--- config.mk ---
export PLATFORM = sky130hd
export DESIGN_NAME = fly_round_ctrl
export DESIGN_NICKNAME = d
export VERILOG_FILES = /design/src/rtl/fly_round_ctrl.sv
export SDC_FILE = /design/constraint.sdc
export NUM_CORES = 1
export LEC_CHECK = 0
export BUFFER_PORTS_ARGS = -buffer_cell sky130_fd_sc_hd__buf_2
export CELL_PAD_IN_SITES_DETAIL_PLACEMENT = 1
export CELL_PAD_IN_SITES_GLOBAL_PLACEMENT = 2
export CORE_ASPECT_RATIO = 0.6
export CORE_MARGIN = 4
export CORE_UTILIZATION = 34
export CTS_CLUSTER_SIZE = 8
export DETAILED_ROUTE_END_ITERATION = 10
export HOLD_SLACK_MARGIN = 0.15
export PLACE_DENSITY = 0.87
export SETUP_SLACK_MARGIN = 0.02
export SKIP_LAST_GASP = 1
export SYNTH_ARGS = -nofsm -noshare
export SYNTH_HDL_FRONTEND = slang
export SYNTH_SLANG_ARGS = --single-unit
export TNS_END_PERCENT = 20
--- constraint.sdc ---
create_clock -name clock -period 1.96 [get_ports clock]
set_input_delay 0.392 -clock clock [delete_from_list [all_inputs] [get_ports clock]]
set_output_delay 0.392 -clock clock [all_outputs]
set_load 0.05 [all_outputs]
--- src/rtl/fly_round_ctrl.sv ---
`timescale 1ns/1ps
// Round sequencer for the fly-swat game: picks a target fruit, launches the fly-in
// animation, scores hits and landed flies, and paces rounds with an idle gap.
module fly_round_ctrl #(
  parameter logic [25:0] GAP_CYCLES = 26'd25000000,
  parameter logic [3:0]  MAX_MISSES = 4'd3,
  parameter logic [7:0]  LFSR_SEED  = 8'hA5
) (
  input  logic       clock,
  input  logic       reset,
  input  logic       go,
  input  logic       hit,
  input  logic       over,
  output logic       start,
  output logic [1:0] address,
  output logic       round_active,
  output logic [7:0] score,
  output logic [3:0] misses,
  output logic       game_over
);

  typedef enum logic [2:0] {
    S_IDLE, S_PICK, S_LAUNCH, S_FLYING, S_LANDED, S_GAP, S_DONE
  } state_t;

  state_t      state_q, state_d;
  logic [7:0]  score_q, score_d;
  logic [3:0]  misses_q, misses_d;
  logic [1:0]  address_q, address_d;
  logic [25:0] gap_q, gap_d;
  logic [7:0]  lfsr_q, lfsr_d;
  logic [3:0]  miss_inc;
  logic        abort;

  assign miss_inc = misses_q + 4'd1;
  // Dropping go mid-game beats any hit or landing seen in the same cycle.
  assign abort    = !go && (state_q inside {S_PICK, S_LAUNCH, S_FLYING, S_LANDED, S_GAP});

  // NOTE: sequential state uses non-blocking (<=) so every flop samples pre-edge values.
  always_ff @(posedge clock or posedge reset) begin
    if (reset) state_q <= S_IDLE;
    else       state_q <= state_d;
  end

  // NOTE: each always_comb assigns a default first so no path leaves a latch behind.
  always_comb begin
    state_d = state_q;
    case (state_q)
      S_IDLE:   if (go) state_d = S_PICK;
      S_PICK:   state_d = S_LAUNCH;
      S_LAUNCH: state_d = S_FLYING;
      S_FLYING: begin
        if (hit)       state_d = S_GAP;
        else if (over) state_d = S_LANDED;
      end
      S_LANDED: state_d = (miss_inc == MAX_MISSES) ? S_DONE : S_GAP;
      S_GAP:    if (gap_q == GAP_CYCLES - 26'd1) state_d = S_PICK;
      S_DONE:   if (!go) state_d = S_IDLE;
      default:  state_d = S_IDLE;
    endcase
    if (abort) state_d = S_IDLE;
  end

  always_comb begin
    start        = 1'b0;
    round_active = 1'b0;
    game_over    = 1'b0;
    case (state_q)
      S_LAUNCH: start = 1'b1;
      S_FLYING: begin
        start        = 1'b1;
        round_active = 1'b1;
      end
      S_LANDED: start     = 1'b1;
      S_DONE:   game_over = 1'b1;
      default:  ;
    endcase
  end

  always_comb begin
    score_d   = score_q;
    misses_d  = misses_q;
    address_d = address_q;
    gap_d     = '0;
    // Reseed guard keeps the shift register out of the all-zero lock-up state.
    lfsr_d    = (lfsr_q == 8'd0) ? LFSR_SEED
                                 : {lfsr_q[6:0], lfsr_q[7] ^ lfsr_q[5] ^ lfsr_q[4] ^ lfsr_q[3]};
    case (state_q)
      S_IDLE: if (go) begin
        score_d  = '0;
        misses_d = '0;
      end
      S_PICK:   address_d = lfsr_q[1:0];
      S_FLYING: if (hit && !abort && score_q != 8'hFF) score_d = score_q + 8'd1;
      S_LANDED: if (!abort) misses_d = miss_inc;
      S_GAP:    gap_d = gap_q + 26'd1;
      default:  ;
    endcase
  end

  always_ff @(posedge clock or posedge reset) begin
    if (reset) begin
      score_q   <= '0;
      misses_q  <= '0;
      address_q <= '0;
      gap_q     <= '0;
      lfsr_q    <= LFSR_SEED;
    end else begin
      score_q   <= score_d;
      misses_q  <= misses_d;
      address_q <= address_d;
      gap_q     <= gap_d;
      lfsr_q    <= lfsr_d;
    end
  end

  assign address = address_q;
  assign score   = score_q;
  assign misses  = misses_q;

endmodule

======== Word level (Yosys, flattened, before mapping) ========
Cells that the tools add are included.
operators by class
  equal/unequal tests ..................... 16
  reduce and logical (&&, ||, !) cells .... 14
  multiplexer cells ....................... 19
  $add $sub $neg .......................... 3
  bitwise operators ....................... 3
operators by type and width
  operator                 number
  $add A26 B1 Y26 const B  1
  $eq A26 B25 Y1 const B   1
  $mux W26                 1
  $mux W8                  3
  $pmux W3 S7              1
  $mux W3                  6
  $pmux W8 S2              1
  $eq A3 B3 Y1 const B     3
  $add A8 B1 Y8 const B    1
  $logic_not A8 Y1         1
  $mux W4                  2
  $ne A8 B8 Y1 const B     1
  $pmux W4 S2              1
  $eq A3 B2 Y1 const B     2
  $ne A3 B3 Y1 const B     2
  $reduce_and A3 Y1        2
  $reduce_bool A5 Y1       1
  $add A4 B1 Y4 const B    1
  $eq A4 B2 Y1 const B     1
  $ne A2 B2 Y1 const B     2
  $ne A4 B4 Y1 const B     1
  $reduce_and A4 Y1        1
  $reduce_bool A2 Y1       2
  $eq A3 B1 Y1 const B     1
  9 further kinds          16
word-level totals
  input bits .............................. 5
  register bits after elaboration ......... 51
  word-level logic and storage cells ...... 61
  output and inout bits ................... 17

======== Longest topological paths before layout ========
Gate-level depths: netlist (run 1).
  depth after elaboration ................. 8
  mapped depth ............................ 6
  depth with buffers taken out ............ 5

======== Worst setup path after synthesis (run 1) ========
Ideal clock, no wire load.
  path type ............................... register to output
  start ................................... register state_q[2]
  end ..................................... output start
  setup slack ............................. -132 ps
  path buffers ............................ 1
  data required time ...................... 1568 ps
  data arrival time ....................... 1700 ps
  stages on the path, launching flop included .. 3
  cells stage by stage .................... dfrtp_1 clkbuf_1 o21ai_0
on the way
  longest elaborated chain between the ends .. 3
  elaborated cells on any way between the ends .. 5
  those cells by class .................... 3 x eq/ne; 1 x mux; 1 x reduce/logical
RTL lines
  item                                          RTL line  RTL
  from (decl)                                   26        state_t state_q, state_d;
  from (signal assigned)                        42        else state_q <= state_d;
  $eq A3 B2 Y1 or $eq A3 B3 Y1 (tied branches)  68        case (state_q)
  $reduce_or A3 Y1 (no source line) (*)         -
  $mux W1 (*)                                   68
  to (decl)                                     14        output logic start,
Mark *: on every way between the ends. The rest lies on a longest branch, timed or not.

======== Worst setup path after layout (run 1) ========
  start ................................... register gap_q[17]
  end ..................................... register gap_q[21]
on the way
  longest elaborated chain between the ends .. 2
RTL lines
  item                    RTL line  RTL
  from (decl)             30        logic [25:0] gap_q, gap_d;
  from (signal assigned)  112       gap_q <= gap_d;
  $add A26 B1 Y26         96        S_GAP: gap_d = gap_q + 26'd1;
  $mux W26                88        case (state_q)
  named net gap_d[21]     30
The timed path passes the listed nets, and every way through them passes these cells.
A chain may end at the register's enable or synchronous reset.

==> metrics.md, run 1 <==
| Metric | Value |
|---|---|
| Kind of path behind the tightest hold check | `register to register` |
| Crit Path Class | `register to register` |
| Critical R2R Launch | `gap_q[17]$_DFF_PP0_` |
| Global placement routability congestion | `0.7934` |
| Wirelength per Cell | `around 17 um` |
| Result of the run | `completed` |
| Gr ovfl total | `0` |
| Sequential cell area fraction in the yosys report | `0.4890` |
| Worst setup skew after layout | `approximately 0.007 ns` |
| Hold violation count in the final report | `0` |
| Final core occ | `0.4353` |
| Number of instances in the synthesized netlist | `around 280` |
| Post-synthesis compound-gate area fraction | `0.1414` |
| DR iter-0 viols | `89` |
| Clk buf depth | `2` |
| Clock transition at the registers of the reported paths | `0.07 ns` |
| Sink Count | `51` |
| Top flip-flop cell by instance count after synthesis | `dfrtp_1` |
| Main combinational cell family by area after synthesis | `simple AND/OR/NAND/NOR gates` |
| Drt via density | `roughly 5.5` |
| Proportion of synthesized area in mux cells | `0.02388` |
| Core Box Area | `0.007387 mm^2` |
| HPWL after detailed placement | `5.232 mm` |
| Number of fill cells in the layout | `864` |
| Die Wd | `121.3 um` |
| Final worst setup slack | `approximately 0.07 ns` |
| Power per cell area | `899.1 mW/mm^2` |
| Unrepaired setup endpoints after global routing | `true` |
| Number of levels the H-tree was split into | `2` |
| Minimum period implied by the final worst setup slack | `approximately 1.9 ns` |
| First-pass iteration count of the detailed router | `4` |
| Register-to-Register Setup Slack | `0.07 ns` |
| Vias after detailed routing | `~2.3k` |
| Ratio of final minimum period to clock period | `0.9637` |
| Area post-placement | `0.002972 mm^2` |
| Number of nets at the end of the flow | `327` |
| Worst R2R Path Depth | `4` |
| Number of rows created at floorplan | `24` |
| Final ANT Viol Nets | `0` |
| Category of the worst setup path capture point | `register` |
| Leakage dissipation | `1.361 nW` |
| Number of input and output port buffers inserted | `21` |
| Max Slew Vio Count | `0` |
| Die extent in y | `76.00 um` |
| Die Footprint | `0.009220 mm^2` |
| Global-route usage over all layers | `0.1603` |
| Synth Warn # | `0` |
| Synth Area in Adders | `0.01910` |
| Worst hold path cell count | `0` |
| Peak clock frequency supported by timing | `529.4 MHz` |
| Number of max-cap violations | `0` |
| Drt total wl | `~7.4 mm` |
| Simple-gate portion of the synthesized area | `0.2426` |
| Critical Path Fanout Max | `7` |
| Number of global-route vias before repair | `between 2k and 2.5k` |
| Hold Startpoint | `lfsr_q[2]$_DFF_PP1_` |
| Setup tns final | `0 ns` |
| Synthesized net count | `284` |
| Cell at the root of the clock tree | `clkbuf_16` |
| Slew @ Worst Pin | `0.4896 ns` |
| Share of layout cells above drive strength 1 | `0.2508` |
| Relative slew margins | `0.6727` |
| Post-Synthesis Cell Area | `roughly 0.0026 mm^2` |
| Layout Area Growth over Synthesis | `22.73%` |
| Antenna cell count | `0` |
| Async set-reset flop share out of synthesis | `1.000` |
| TritonCTS clock tree | `done` |
| Pin count of the biggest net entering global routing | `35` |
| Final setup violating endpoints | `0` |
| Inserted Clock Buffers | `5` |
| Post-synth cell types | `50` |
| Maximum resistive drop on vdd | `0.3093 mV` |
| Post-synth EDFFs | `0` |
| Startpoint types | `register` |
| Antenna violations before repair | `0` |
| Clock network latency to the later pin of the worst-skew pair | `0.30 ns` |
| Post-placement worst setup slack | `0.005133 ns` |
| Starting utilization of the core area | `0.3547` |
| End of the worst register-to-register path | `gap_q[21]$_DFF_PP0_` |
| CP Data Arrival Time | `2.10 ns` |
| Number of I/O pins | `22` |
| Endpoint with the worst hold slack | `lfsr_q[3]$_DFF_PP0_` |
| First-pass GRT wire length | `12.00 mm` |
| Worst endpoint required time | `between 2 and 2.5 ns` |
| Xor and xnor fraction of the mapped netlist area | `0.04346` |
| Post-Layout Inst Area | `0.003216 mm^2` |
| Mapped Avg Cell Area | `roughly 9.5 um^2` |
| Register bit count reported by yosys | `51` |
| Number of design rule violations left after detail routing | `0` |
[area by class of cell]
class | count | area, um^2 | share of cell area
Tap cell | 104 | 130.1 | 0.04047
Inverter | 10 | 37.54 | 0.01167
Clock inverter | 3 | 25.02 | 0.007782
Multi-Input combinational cell | 199 | 1262 | 0.3926
Clock buffer | 5 | 125.1 | 0.03891
Timing Repair Buffer | 51 | 350.3 | 0.1089
Sequential cell | 51 | 1285 | 0.3996
[report_power, final]
part / leakage [nW] / switching [W] / total (W) / internal [W]
logic: 0.611 / 0.000515 / 0.000763 / 0.000248
clock network: 0.0700 / 0.000425 / 0.000903 / 0.000479
registers: 0.681 / 0.000101 / 0.00123 / 0.00112
total: 1.36 / 0.00104 / 0.00289 / 0.00185
[layout by cell type, fill, tap and decap left out, types with 8 or more instances in the layout]
master and count:
dfrtp_1 44, buf_4 29, nand2_1 27, nor2_1 20, buf_2 19, nand3_1 15, a21oi_1 13, nand4_1 9
inv_1 9, o21ai_0 9, a31oi_1 8, nand2b_1 8
[metrics by stage]
step / instances / hold slack [ns] / total power, W
floorplan: 275 / 0.4377 / 0.001737
global placement: 407 / 0.3973 / 0.001964
detailed placement: 407 / 0.3933 / 0.001984
CTS: 418 / 0.4051 / 0.002909
global route: 423 / 0.4131 / 0.003045
finish: 423 / 0.4048 / 0.002891
[cells by family (layout without fill, tap and decap cells)]
kind of cell / Yosys count / in the layout
AOI/OAI and AO/OA: 56 / 56
xor gates and xnor gates: 13 / 13
adders and majority gates: 4 / 4
buffers and inverters: 26 / 69
DFF: 51 / 51
muxes: 6 / 6
and+or+nand+nor: 119 / 120
[layer usage]
| layer | up-vias | share of wire | track usage |
|---|---|---|---|
| met4 | 0 | 0.0092 | 0.04027 |
| met1 | 1172 | 0.55 | 0.2564 |
| met3 | 7 | 0.030 | 0.03487 |
| met5 | - | 0 | 0 |
| met2 | 31 | 0.41 | 0.2149 |
| li1 | 1098 | - | - |
[what timing repair did]
action	4_1_cts	5_1_grt
hold endpoints to repair	17	0
hold buffers	1	0
cloned	0	1
buffers inserted	2	4
setup endpoints to repair	9	11
pin swaps	1	1
resized for setup	2	8
[flip-flops by register name (all words and copies together), names as in the netlist]
| signal | cells |
|---|---|
| address | 2 |
| gap_q | 26 |
| lfsr_q | 8 |
| misses | 4 |
| score | 8 |
| state_q | 3 |
[cell usage after synthesis (2+ instances only)]
library cell	number	area [um^2]
nor4_1	8	50.05
mux2_2	2	22.52
ha_1	4	50.05
nand2b_1	8	50.05
a31o_2	2	17.52
o21ai_0	10	50.05
nand2_1	28	105.1
nand4_1	9	56.30
xnor2_1	6	52.55
o31ai_1	7	52.55
a21oi_1	13	65.06
or3_1	5	31.28
and4_1	2	17.52
mux2i_1	4	40.04
nor2_1	20	75.07
inv_1	10	37.54
a31oi_1	8	50.05
dfstp_2	4	105.1
nor3_1	3	15.01
xor2_1	7	61.31
a41o_1	3	30.03
clkbuf_1	14	52.55
nand3_1	17	85.08
and3b_1	2	17.52
dfrtp_1	47	1176
and3_1	2	12.51
or4_1	6	45.04
o211ai_1	2	15.01
[worst max path at each step]
stage	slack, ns	cells past startpoint	endpoint	from
finish	0.07	4	gap_q[21]$_DFF_PP0_	gap_q[17]$_DFF_PP0_
global route	-0.003	4	gap_q[24]$_DFF_PP0_	gap_q[17]$_DFF_PP0_
detailed placement	0.005	4	gap_q[22]$_DFF_PP0_	gap_q[8]$_DFF_PP0_
CTS	0.007	3	round_active	state_q[0]$_DFFE_PP0P_
floorplan	-0.05	2	game_over	state_q[0]$_DFFE_PP0P_
global placement	0.10	4	gap_q[22]$_DFF_PP0_	gap_q[8]$_DFF_PP0_
[critical path: stages (launching register included)]
cell     delay (ns)
dfrtp_1        0.39
nand3_1        0.15
or4_4          0.63
or4_1          0.49
a21oi_1        0.16
No activity file was read; power rests on OpenSTA's default activity.
==> run 2: changes to the inputs <==
--- a/config.mk
+++ b/config.mk
@@ -6,15 +6,13 @@
 export NUM_CORES = 1
 export LEC_CHECK = 0
 export BUFFER_PORTS_ARGS = -buffer_cell sky130_fd_sc_hd__buf_2
-export CELL_PAD_IN_SITES_DETAIL_PLACEMENT = 1
-export CELL_PAD_IN_SITES_GLOBAL_PLACEMENT = 2
 export CORE_ASPECT_RATIO = 0.6
 export CORE_MARGIN = 4
-export CORE_UTILIZATION = 34
+export CORE_UTILIZATION = 35
 export CTS_CLUSTER_SIZE = 8
 export DETAILED_ROUTE_END_ITERATION = 10
-export HOLD_SLACK_MARGIN = 0.15
-export PLACE_DENSITY = 0.87
+export HOLD_SLACK_MARGIN = 0.05
+export PLACE_DENSITY = 0.65
 export SETUP_SLACK_MARGIN = 0.02
 export SKIP_LAST_GASP = 1
 export SYNTH_ARGS = -nofsm -noshare
==> run 2 against run 1 <==
Effect of this change: final cell count shrank 2.1%; die area decreased by 2.6%; clock-buffer cell count up 2; critical endpoint is now gap_q[22]$_DFF_PP0_; sequential power about the same; total power is 3.0% lower; highest routed layer unchanged.
==> metrics.md, run 2 (synthesized netlist as in run 1, its figures left out) <==
| Metric | Value |
|---|---|
| Crit Path Class | `register to register` |
| End of the worst register-to-register path | `gap_q[22]$_DFF_PP0_` |
| Drt total wl | `6.020 mm` |
| Number of fill cells in the layout | `between 700 and 800` |
| Starting utilization of the core area | `0.3605` |
| Antenna violations before repair | `0` |
| Layout Area Growth over Synthesis | `18.53%` |
| Register-to-Register Setup Slack | `between 0.08 and 0.09 ns` |
| Most common cell after layout, fill and taps aside | `dfrtp_1` |
| Setup bufs post-CTS | `0` |
| Ratio of final minimum period to clock period | `0.9589` |
| Worst R2R Path Depth | `4` |
| Endpoint with the worst hold slack | `lfsr_q[3]$_DFF_PP0_` |
| First-pass GRT wire length | `between 9 and 10 mm` |
| Final ANT Viol Nets | `0` |
| Number of global-route vias before repair | `1955` |
| Portion of total power attributed to sequential cells | `0.430` |
| Relative slew margins | `0.6206` |
| Worst setup skew after layout | `0.008458 ns` |
| Number of input and output port buffers inserted | `21` |
| Leakage dissipation | `approximately 1.3 nW` |
| Clock transition at the registers of the reported paths | `0.06 ns` |
| Number of nets at the end of the flow | `318` |
| Area post-placement | `0.002937 mm^2` |
| Number of I/O pins | `22` |
| Net switching power | `0.0009718 W` |
| Proportion of total power due to net switching | `0.3465` |
| Clock network latency to the later pin of the worst-skew pair | `0.30 ns` |
| Inserted Clock Buffers | `5` |
| Number of design rule violations left after detail routing | `0` |
| Number of max-cap violations | `0` |
| First-pass iteration count of the detailed router | `4` |
| Worst hold path cell count | `0` |
| Final setup violating endpoints | `0` |
| Die Footprint | `0.008980 mm^2` |
| Startpoint types | `register` |
| Clk network pwr share | `0.302` |
| HPWL after detailed placement | `4.213 mm` |
| Global placement routability congestion | `between 0.7 and 0.8` |
| Gr ovfl total | `0` |
| Maximum resistive drop on vdd | `0.2764 mV` |
| Max Slew Vio Count | `0` |
| Clk buf depth | `2` |
| DR iter-0 viols | `around 130` |
| Wirelength per Cell | `14.54 um` |
| Core Box Area | `0.007267 mm^2` |
| Flip-flop count of the largest register after layout | `26` |
| Antenna cell count | `0` |
| Die extent in y | `75.02 um` |
| Sink Count | `51` |
| Cell at the root of the clock tree | `clkbuf_16` |
| Internal power summed over all cells | `approximately 0.0018 W` |
| Minimum period implied by the final worst setup slack | `1.879 ns` |
| Critical Path Fanout Max | `8` |
| Slew @ Worst Pin | `0.5654 ns` |
| Peak clock frequency supported by timing | `~530 MHz` |
| Worst endpoint required time | `approximately 2.2 ns` |
| Critical R2R Launch | `gap_q[12]$_DFF_PP0_` |
| Hold Startpoint | `lfsr_q[2]$_DFF_PP1_` |
| Kind of path behind the tightest hold check | `register to register` |
| Highest-count cells in the layout ignoring fill and taps | `dfrtp_1, nand2_1, buf_4, nor2_1, buf_2` |
| Result of the run | `completed` |
| Number of rows created at floorplan | `24` |
| Drt via density | `5.302` |
| Category of the worst setup path capture point | `register` |
| Share of layout cells above drive strength 1 | `0.2161` |
| Post-Layout Inst Area | `0.003105 mm^2` |
| Vias after detailed routing | `2195` |
| TritonCTS clock tree | `done` |
| Number of levels the H-tree was split into | `2` |
| Worst hold margin | `0.4039 ns` |
| Unrepaired setup endpoints after global routing | `true` |
| Hold violation count in the final report | `0` |
| CP Data Arrival Time | `2.10 ns` |
| Pin count of the biggest net entering global routing | `22` |
| Global-route usage over all layers | `0.1388` |
| Power per cell area | `903.2 mW/mm^2` |
| Die Wd | `~120 um` |
| Combinational Power Share | `0.268` |
| Register containing the most flip-flops in the final layout | `gap_q` |
-- run 2: changes by cell type in the layout (fill, tap and decap cells not counted), sizes merged --
cell / delta
clkbuf: +1
clkinv: -1
clkinvlp: -1
buf: -8
-- run 2: critical path, stage by stage (launching register included) --
cell and delay, ns:
dfrtp_2 0.42, nand3_1 0.14, or4_4 0.61, or4_1 0.49
a21oi_1 0.16
-- run 2: power groups by stage --
stage	logic (W)	clock network [W]	registers, W
after floorplan	0.000396	0	0.00134
after global placement	0.000735	0	0.00122
after detailed placement	0.000738	0	0.00122
after CTS	0.000752	0.000879	0.00121
after global routing	0.000813	0.000930	0.00123
final	0.000752	0.000847	0.00121
-- run 2: layout make-up --
type | count | area, um^2 | area share
tap | 104 | 130.1 | 0.04190
inverter | 10 | 37.54 | 0.01209
clock inverter | 1 | 5.005 | 0.001612
timing repair buffer | 42 | 267.8 | 0.08622
multi-input combinational | 199 | 1246 | 0.4013
clock buffer | 7 | 132.6 | 0.04271
sequential | 51 | 1286 | 0.4142
-- run 2: how the worst max path moves through the flow --
stage                           startpoint                   to  slack [ns]
floorplan           state_q[0]$_DFFE_PP0P_            game_over       -0.05
global placement       gap_q[12]$_DFF_PP0_  gap_q[19]$_DFF_PP0_         0.1
detailed placement     gap_q[12]$_DFF_PP0_  gap_q[24]$_DFF_PP0_        0.06
CTS                    gap_q[12]$_DFF_PP0_  gap_q[24]$_DFF_PP0_        0.04
global route           gap_q[12]$_DFF_PP0_  gap_q[20]$_DFF_PP0_     -0.0006
finish                 gap_q[12]$_DFF_PP0_  gap_q[22]$_DFF_PP0_        0.08
-- run 2: timing repair --
item / CTS / global route
setup endpoints to repair: 1 / 9
resized for setup: 1 / 5
gates cloned: 0 / 1
endpoints found under the hold margin: 8 / 0
pin swaps: 0 / 1
hold buffers: 1 / 0
-- run 2: layer usage --
metal | vias to the layer above | GRT usage | wire, um
met3 | 8 | 0.03604 | 210
met2 | 33 | 0.1850 | 2448
met5 | - | 0 | 0
met1 | 1073 | 0.2156 | 3287
li1 | 1081 | - | -
met4 | 0 | 0.04569 | 74
-- run 2: through the flow --
stage                     setup TNS, ns  total power [W]  setup slack, ns  cells    util
after global placement                0         0.001957          0.09586    404  0.4041
after floorplan                 -0.2569         0.001737         -0.04936    275       -
after CTS                             0         0.002836          0.04340    413  0.4248
final                                 0         0.002805          0.08052    414  0.4273
after global routing         -0.0006424         0.002968       -0.0006424    414  0.4273
after detailed placement              0         0.001962          0.05750    404  0.4041
==> run 3: changes to the inputs <==
--- a/config.mk
+++ b/config.mk
@@ -5,11 +5,11 @@
 export SDC_FILE = /design/constraint.sdc
 export NUM_CORES = 1
 export LEC_CHECK = 0
+export ABC_AREA = 1
 export BUFFER_PORTS_ARGS = -buffer_cell sky130_fd_sc_hd__buf_2
 export CORE_ASPECT_RATIO = 0.6
 export CORE_MARGIN = 4
 export CORE_UTILIZATION = 35
-export CTS_CLUSTER_SIZE = 8
 export DETAILED_ROUTE_END_ITERATION = 10
 export HOLD_SLACK_MARGIN = 0.05
 export PLACE_DENSITY = 0.65
==> run 3 against run 2 <==
Effect of this change: routed wire length is 10% higher; clock power is 19% higher; critical path depth is 2 higher; register-to-register slack better by 0.17 ns; flip-flop and latch count unchanged; clock-buffer cell count is 2 lower; hold slack worse by 0.32 ns; via count up 13%; worst setup slack lost 0.016 ns; non-clock buffer count is 14 lower; maximum frequency down 0.86%; synthesized cell count up 43%; critical path type is now register to output port.
==> metrics.md, run 3 <==
| Metric | Value |
|---|---|
| Result of the run | `completed` |
| Pin count of the biggest net entering global routing | `23` |
| Synthesized net count | `401` |
| Die Wd | `125.1 um` |
| Number of nets at the end of the flow | `around 430` |
| Final ANT Viol Nets | `0` |
| Maximum resistive drop on vdd | `roughly 0.44 mV` |
| Category of the worst setup path capture point | `output port` |
| Power per cell area | `between 900 and 1000 mW/mm^2` |
| Crit-path slowest cell | `dfrtp_1` |
| Global placement routability congestion | `roughly 0.94` |
| Antenna violations before repair | `0` |
| Total Power | `0.003135 W` |
| Sequential cell area fraction in the yosys report | `0.4448` |
| Global-route usage over all layers | `0.1476` |
| Number of levels the H-tree was split into | `2` |
| Sink Count | `51` |
| Gr ovfl total | `0` |
| Ordered list of cells on the worst path | `inv_2 > nand2_2 > nor2_4 > nor2_1 > nand2_1 > buf_4` |
| Antenna cell count | `0` |
| Flip-flop count of the largest register after layout | `26` |
| Ratio of final minimum period to clock period | `0.9673` |
| Buffers & Inverters on Critical Path | `2` |
| Hold violation count in the final report | `0` |
| Crit Path Class | `register to output port` |
| Cell at the root of the clock tree | `clkbuf_16` |
| Starting utilization of the core area | `0.3625` |
| Unrepaired setup endpoints after global routing | `true` |
| Peak clock frequency supported by timing | `527.5 MHz` |
| Critical Path Fanout Max | `6` |
| Hold Buf Count CTS | `0` |
| Minimum period implied by the final worst setup slack | `1.896 ns` |
| Final core occ | `0.4180` |
| Relative slew margins | `0.7153` |
| Async set-reset flop share out of synthesis | `1.000` |
| Share of layout cells above drive strength 1 | `0.1762` |
| Drt via density | `~4.7` |
| First element of the critical path | `state_q[2]$_DFFE_PP0P_` |
| Number of I/O pins | `22` |
| Layout Area Growth over Synthesis | `15.29%` |
| Startpoint types | `register` |
| TritonCTS clock tree | `done` |
| Met3 Use GR | `0.03943` |
| Worst endpoint required time | `between 1.5 and 2 ns` |
| Most common cell in the netlist | `nand2_1` |
| CP Data Arrival Time | `approximately 1.5 ns` |
| Slew @ Worst Pin | `0.4265 ns` |
| Number of rows created at floorplan | `25` |
| Most crowded layer after global routing | `met1` |
| Post-synth cell types | `29` |
| Die extent in y | `just under 80 um` |
| Mapped Avg Cell Area | `7.348 um^2` |
| End of the worst register-to-register path | `gap_q[22]$_DFF_PP0_` |
| Final setup violating endpoints | `0` |
| Max Slew Vio Count | `0` |
| Top cell types by occurrence after synthesis | `nand2_1, nor2_1, dfrtp_1, inv_1, nand3_1` |
| Met1 layer usage reported by global route | `0.2317` |
| Post-placement worst setup slack | `0.2362 ns` |
| Wirelength per Cell | `12.54 um` |
| Number of input and output port buffers inserted | `21` |
| Clk buf depth | `2` |
| Synth Warn # | `0` |
| Number of max-cap violations | `0` |
| Number of global-route vias before repair | `approximately 2.3k` |
| First-pass GRT wire length | `approximately 12 mm` |
| Critical R2R Launch | `gap_q[0]$_DFF_PP0_` |
| Drt total wl | `6.623 mm` |
| Yosys top cell area share | `0.4083` |
| Stage delay of the slowest cell on the critical path | `0.46 ns` |
| DR iter-0 viols | `~160` |
| Vias after detailed routing | `2483` |
| Core Box Area | `0.007945 mm^2` |
| First-pass iteration count of the detailed router | `4` |
| Post-synth EDFFs | `0` |
| Highest-count cells in the layout ignoring fill and taps | `nand2_1, nor2_1, dfrtp_1, inv_1, nand3_1` |
| Setup tns final | `0 ns` |
| Die Footprint | `slightly below 0.01 mm^2` |
| Number of design rule violations left after detail routing | `0` |
| HPWL after detailed placement | `around 5.2 mm` |
| Leakage dissipation | `1.482 nW` |
| Worst setup skew after layout | `0.004298 ns` |
| Area contributors post-synth | `dfrtp_1, nand2_1, nor2_1` |
| Register containing the most flip-flops in the final layout | `gap_q` |
| Number of instances in the synthesized netlist | `between 300 and 400` |
| Worst R2R Path Depth | `10` |
| Inserted Clock Buffers | `5` |
| Cell family with the largest share of critical-path delay | `flip-flops` |
| Top flip-flop cell by instance count after synthesis | `dfrtp_1` |
| Register-to-Register Setup Slack | `0.25 ns` |
| Final worst setup slack | `roughly 0.064 ns` |
| Kind of path behind the tightest hold check | `primary input to async pin` |
| Most common cell after layout, fill and taps aside | `nand2_1` |
| Post-Synthesis Cell Area | `0.002880 mm^2` |
| Clock transition at the registers of the reported paths | `0.07 ns` |
| Register bit count reported by yosys | `between 50 and 60` |
| Clock network latency to the later pin of the worst-skew pair | `0.29 ns` |
| Top cell type by total area after synthesis | `dfrtp_1` |
| Met2 usage in global routing | `0.1956` |
-- run 3: worst max-delay path by stage --
stage,end,slack [ns],cells after the start
finish,start,0.06,6
floorplan,score[0]$_DFFE_PP0P_,0.12,10
global placement,start,0.29,6
CTS,start,0.02,6
detailed placement,score[3]$_DFFE_PP0P_,0.24,9
global route,start,-0.003,6
-- run 3: worst reg2reg max path, stage by stage (launching register included) --
cell	delay (ns)
dfrtp_1	0.42
ha_1	0.23
nand3_1	0.15
inv_2	0.13
nand2_1	0.07
nor2_1	0.15
nand2_1	0.12
nor2_2	0.14
nand3_1	0.08
nand2_1	0.06
nor2_1	0.04
-- run 3: cells by family after synthesis --
logic type,share of synthesized area
buffers and inverters,0.07906
XOR/XNOR,0.03041
flip-flops,0.4448
AO/OA/AOI/OAI,0.06994
AND/OR/NAND/NOR,0.3584
adder cells (fa/ha/maj),0.01738
-- run 3: what timing repair did --
item	4_1_cts	5_1_grt
gates resized for setup	1	3
buffers inserted	2	0
endpoints found under the setup margin	1	4
pin swaps	1	0
-- run 3: stage by stage --
step	area, um^2	hold WS, ns	std cells
after floorplan	2885	0.4329	392
after detailed placement	3123	0.3913	518
final	3321	0.08434	528
after global routing	3321	0.1196	528
after global placement	3123	0.3764	518
after CTS	3312	0.1015	528
-- run 3: report_power, final --
part	total, W	switching, W	internal (W)	leakage, nW
Combinational	0.000914	0.000679	0.000236	0.718
Clock	0.00101	0.000402	0.000607	0.0804
Sequential	0.00121	0.0000883	0.00112	0.684
-- run 3: layout make-up --
class	instances	area, um^2
inverters	50	187.7
clock inverters	3	46.29
clock buffers	5	125.1
multi-input cells	283	1384
flip-flops and latches	51	1282
well taps	108	135.1
repair buffers	28	160.2
fillers	826	4624
-- run 3: per-layer routing --
| layer | vias up | share of wire |
|---|---|---|
| met1 | 1135 | 0.55 |
| met5 | - | 0 |
| li1 | 1281 | - |
| met4 | 0 | 0.011 |
| met2 | 61 | 0.38 |
| met3 | 6 | 0.065 |
